[src/rtl/microprocesador_equipo_n.sv]
// microprocesador_equipo_n
//   Single-cycle 8-bit CPU core of the microUAZ8 system. It executes one 9-bit
//   instruction per clock from an external instruction ROM. It holds an 8-bit PC
//   and eight 8-bit general-purpose registers (R0..R7, all writable), and it
//   accesses an external data RAM through separate address, read and write buses.
//
//   Instruction format: opcode [8:6], field A [5:3], field B [2:0]
//     000 LD  : R[A] <= Datain_Bus, address = R[B]
//     001 ST  : address = R[A], write data = R[B], LE = 1
//     010 ADD : R[A] <= R[A] + R[B]   (carry discarded)
//     011 SUB : R[A] <= R[A] - R[B]   (two's-complement wrap)
//     100 AND / 101 OR / 110 XOR : R[A] <= R[A] op R[B]
//     111 JMP : PC <= {2'b00, A, B}
//   Every instruction other than JMP advances the PC by one, wrapping at 0xFF.
//
// Ports
//   Clk                      in   system clock, rising edge
//   Rst                      in   asynchronous reset, active low
//   Instruction[8:0]         in   current instruction word
//   Datain_Bus[7:0]          in   data-memory read data
//   Address_Instruction_Bus  out  instruction address (the PC)
//   Addres_Data_Bus[7:0]     out  data-memory address (LD/ST only, otherwise 0)
//   DataOut_Bus[7:0]         out  data-memory write data (ST only, otherwise 0)
//   LE                       out  data-memory write enable (ST only)

module microprocesador_equipo_n (
  input  logic       Clk,
  input  logic       Rst,
  input  logic [8:0] Instruction,
  input  logic [7:0] Datain_Bus,
  output logic [7:0] Address_Instruction_Bus,
  output logic [7:0] Addres_Data_Bus,
  output logic [7:0] DataOut_Bus,
  output logic       LE
);

  typedef enum logic [2:0] {
    OP_LD  = 3'b000,
    OP_ST  = 3'b001,
    OP_ADD = 3'b010,
    OP_SUB = 3'b011,
    OP_AND = 3'b100,
    OP_OR  = 3'b101,
    OP_XOR = 3'b110,
    OP_JMP = 3'b111
  } opcode_t;

  opcode_t    opcode;
  logic [2:0] field_a;
  logic [2:0] field_b;

  logic [7:0] pc;
  logic [7:0] regs [0:7];

  logic [7:0] ra;
  logic [7:0] rb;
  logic       reg_we;
  logic [7:0] reg_wdata;
  logic [7:0] pc_next;

  logic [7:0] data_addr;
  logic [7:0] data_out;
  logic       write_en;

  assign opcode  = opcode_t'(Instruction[8:6]);
  assign field_a = Instruction[5:3];
  assign field_b = Instruction[2:0];

  // Operands are read before the edge, so A = B cases naturally see old values.
  assign ra = regs[field_a];
  assign rb = regs[field_b];

  always_comb begin
    reg_we    = 1'b1;
    reg_wdata = '0;
    pc_next   = pc + 8'd1;
    data_addr = '0;
    data_out  = '0;
    write_en  = 1'b0;

    unique case (opcode)
      OP_LD: begin
        data_addr = rb;
        reg_wdata = Datain_Bus;
      end
      OP_ST: begin
        reg_we    = 1'b0;
        data_addr = ra;
        data_out  = rb;
        write_en  = 1'b1;
      end
      OP_ADD: reg_wdata = ra + rb;
      OP_SUB: reg_wdata = ra - rb;
      OP_AND: reg_wdata = ra & rb;
      OP_OR:  reg_wdata = ra | rb;
      OP_XOR: reg_wdata = ra ^ rb;
      OP_JMP: begin
        reg_we  = 1'b0;
        pc_next = {2'b00, field_a, field_b};
      end
      default: reg_we = 1'b0;
    endcase
  end

  always_ff @(posedge Clk or negedge Rst) begin
    if (!Rst) begin
      pc <= '0;
      for (int unsigned i = 0; i < 8; i++) begin
        regs[i] <= '0;
      end
    end else begin
      pc <= pc_next;
      if (reg_we) begin
        regs[field_a] <= reg_wdata;
      end
    end
  end

  // Memory-side outputs are combinational from the instruction, so they are
  // forced quiet while reset is held (a ST present during reset must not write).
  assign Address_Instruction_Bus = pc;
  assign Addres_Data_Bus         = Rst ? data_addr : '0;
  assign DataOut_Bus             = Rst ? data_out  : '0;
  assign LE                      = Rst & write_en;

endmodule

[config.mk]
export PLATFORM = sky130hd
export DESIGN_NAME = microprocesador_equipo_n
export DESIGN_NICKNAME = d
export VERILOG_FILES = /design/src/rtl/microprocesador_equipo_n.sv
export SDC_FILE = /design/constraint.sdc
export NUM_CORES = 1
export LEC_CHECK = 0
export BUFFER_PORTS_ARGS = -buffer_cell sky130_fd_sc_hd__buf_4
export CAP_MARGIN = 20
export CORE_ASPECT_RATIO = 0.6
export CORE_MARGIN = 2
export CORE_UTILIZATION = 23
export CTS_CLUSTER_DIAMETER = 100
export DETAILED_ROUTE_END_ITERATION = 10
export PLACE_DENSITY = 0.39
export SETUP_SLACK_MARGIN = 0.4
export SLEW_MARGIN = 0
export SYNTH_ARGS = -nofsm -noshare
export SYNTH_HDL_FRONTEND = slang
export SYNTH_SLANG_ARGS = --single-unit
[constraint.sdc]
create_clock -name Clk -period 10.4 [get_ports Clk]
set_input_delay 0.52 -clock Clk [delete_from_list [all_inputs] [get_ports Clk]]
set_output_delay 0.52 -clock Clk [all_outputs]
set_load 0.02 [all_outputs]
==> results.sh <==
export IMPL_synthToLayoutAreaGrowth_pct=17.59
export IMPL_via_per_inst=4.933
export IMPL_hold_viol_final=0
export IMPL_instances_no_fill=815
export IMPL_synthArstFlopShare_pct=100.0
export IMPL_setup_viol=0
export IMPL_place_detailed_hpwl_um=11960
export IMPL_grt_first_pass_wirelength_um=25140
export IMPL_cp_required_ps=10590
export IMPL_arrival_ps=4640
export IMPL_grt_util_met3_pct=3.546
export IMPL_grt_pass1_vias=4029
export IMPL_place_ws_ps=5598
export IMPL_fin_util_pct=27.98
export IMPL_max_stage_delay_ps=630
export IMPL_outcome="finished, final reports clean"
export IMPL_synthFlopType="dfrtp_1"
export IMPL_crit_chain="buf_4 > mux4_2 > mux2i_1 > ha_1 > nand2_1 > o21ai_0 > inv_1 > ha_1 > nor2b_1 > o21ai_0 > a21oi_1 > o41ai_1 > o21ai_0 > a31oi_4 > a31oi_1"
export IMPL_startpoint="Instruction[0]"
export IMPL_synth_edf_count=0
export IMPL_drc_errors=0
export IMPL_relSlewSlack_pct=28.51
export IMPL_p_int_mw=0.9509
export IMPL_tritoncts="done"
export IMPL_min_period_ps=4454
export IMPL_synth_area_leaders="dfrtp_1, mux4_2, o21ai_0, ha_1, nand2_1"
export IMPL_cts_sinks=72
export IMPL_vias=4020
export IMPL_power_density_mw_per_mm2=289.7
export IMPL_grt_antenna_before_repair=0
export IMPL_use_met1_pct=24.65
export IMPL_drv_cap=0
export IMPL_setup_tns_ps=0
export IMPL_port_buffers=43
export IMPL_swShare_pct=42.12
export IMPL_antennaDiodeCount=0
export IMPL_clockPowerShare_pct=19.2
export IMPL_core_area_mm2=0.02027
export IMPL_cts_hold_buf=0
export IMPL_netlist_instances=510
export IMPL_routed_wl_um=16220
export IMPL_clkTransAtPathRegs_ps=60
export IMPL_crit_top_cell="o21ai_0"
export IMPL_skew_ps=10.92
export IMPL_top_usage_layer="met1"
export IMPL_cts_htree_levels=3
export IMPL_die_area_mm2=0.02218
export IMPL_hold_slack_ps=25.14
export IMPL_drv_slew=0
export IMPL_tightest_slew_ps=1072
export IMPL_initial_core_util_pct=23.80
export IMPL_clock_path_buffers=2
export IMPL_crit_type="in -> reg"
export IMPL_cp_max_fo=11
export IMPL_synthesis_nets=555
export IMPL_crit_path_top_delay_cell="o41ai_1"
export IMPL_first_pass_iters=5
export IMPL_wl_per_cell_um=19.90
export IMPL_startpoint_type="primary input"
export IMPL_drt_iter0_drc=356
export IMPL_leakage_nw=2.453
export IMPL_synth_seq_cells=72
export IMPL_netlist_area_mm2=0.004823
export IMPL_cts_buffers=9
export IMPL_dp_cells=799
export IMPL_r2r_start="regs[8]$_DFFE_PN0P_"
export IMPL_ys_seq_area_share_pct=37.35
export IMPL_worstSkewPairLatency_ps=340
export IMPL_die_x_um=191.0
export IMPL_rsz0062_at_grt="false"
export IMPL_ys_types=46
export IMPL_avgSynthCellArea_um2=9.458
export IMPL_min_path_type="in -> async"
export IMPL_track_usage_pct=15.42
export IMPL_vdd_drop_max_mv=0.1582
export IMPL_ant_nets=0
export IMPL_pin_count=44
export IMPL_finalInstanceArea_mm2=0.005672
export IMPL_critical_path_top_delay_family="compound AO/OA/AOI/OAI gates"
export IMPL_path_buf_inv=2
export IMPL_overflow=0
export IMPL_yosysWarnings=0
export IMPL_fin_crit_sh_pct=42.83
export IMPL_finalPower_mw=1.643
export IMPL_place_gp_congestion=0.8088
export IMPL_post_cts_buffers=0
export IMPL_max_freq_ghz=0.2245
export IMPL_pwr_share_seq_pct=31.1
export IMPL_end_kind="register"
export IMPL_cts_root_buf="clkbuf_16"
export IMPL_yosys_area_top_type="dfrtp_1"
export IMPL_final_net_count=582
export IMPL_place_area_mm2=0.005371
export IMPL_timing_final_ws_setup_ps=5946
export IMPL_use_met2_pct=20.68
export IMPL_p_sw_mw=0.6919
export IMPL_final_layout_size_suffix_gt1_share_pct=18.27
export IMPL_grt_start_max_net_pins=63
export IMPL_cts_resized=0
export IMPL_comb_power_share_pct=49.7
export IMPL_synth_top_area_share_pct=37.35
export IMPL_rows=40
export IMPL_dieHeight_um=116.2
==> synthesized netlist by cell type (3+ instances only) <==
cell type and n:
o22ai_1 12, and2_1 6, mux2i_2 3, mux2_2 4
mux2i_4 3, mux2i_1 13, xor2_1 4, inv_1 16
mux4_2 24, dfrtp_1 72, ha_1 25, a21oi_1 25
a221oi_1 11, nor2_1 41, nand2b_1 4, inv_2 5
nand2_1 76, and3_1 4, buf_1 6, xnor2_1 10
o21ai_0 69, or3_1 3, clkbuf_1 19, nor2b_1 7
a31oi_1 7, nand3_1 12, nor3_1 5
==> layer usage <==
metal	routed length, um	up-vias
met5	0	-
met4	153	0
met3	841	18
met2	6298	113
met1	8921	1991
li1	-	1898
==> power by group through the flow <==
| stage | registers, mW | logic (mW) | clock network (mW) |
|---|---|---|---|
| global route | 0.527 | 0.920 | 0.335 |
| CTS | 0.509 | 0.818 | 0.324 |
| floorplan | 0.486 | 0.586 | 0 |
| global placement | 0.512 | 0.810 | 0 |
| finish | 0.511 | 0.816 | 0.316 |
| detailed placement | 0.513 | 0.813 | 0 |
==> worst reg2reg max path: cells and delay by family (launching register included) <==
family          cells  cell delay, ps
compound gates      7            2010
fa+ha+maj           2             540
buf+inv             1              90
flops               1             420
mux                 2             910
simple gates        2             170
==> state kept, by name, indices dropped and copies added (netlist names) <==
signal / flops
Address_Instruction_Bus: 8
regs: 64
==> final cells by class <==
cell class	count	area [um2]
clock buffers	13	260.3
clock inverters	3	40.04
fillers	2173	14600
inverters	22	82.58
multi-input cells	388	2815
flip-flops and latches	72	1802
well taps	273	341.6
repair buffers	44	330.3
==> placed cells by master, fill, tap and decap left out, types with 10 or more instances in the layout <==
master	count
o22ai_1	12
mux4_2	24
nor2_1	41
nand2_1	76
a21oi_1	25
a221oi_1	11
buf_4	44
o21ai_0	69
ha_1	25
inv_1	16
mux2i_1	13
dfrtp_1	72
xnor2_1	10
nand3_1	12
==> kinds of logic after synthesis <==
logic type | after synthesis | synth area share [%]
mux | 47 | 17.09
compound gates | 140 | 17.41
buf+inv | 50 | 4.280
fa+ha+maj | 26 | 6.900
flops | 72 | 37.35
xor+xnor | 14 | 2.542
simple gates | 161 | 14.42
==> worst paths after layout <==
kind	to	slack [ps]	depth (start not counted)
setup / recovery	regs[47]$_DFFE_PN0P_	5950	15
hold / removal	regs[46]$_DFFE_PN0P_	30	1
setup reg to reg	regs[47]$_DFFE_PN0P_	6090	14
hold reg to reg	regs[19]$_DFFE_PN0P_	510	2
max in group asynchronous	regs[21]$_DFFE_PN0P_	9270	2
min in group Clk	regs[19]$_DFFE_PN0P_	510	2
Power figures use the tool's default switching activity.
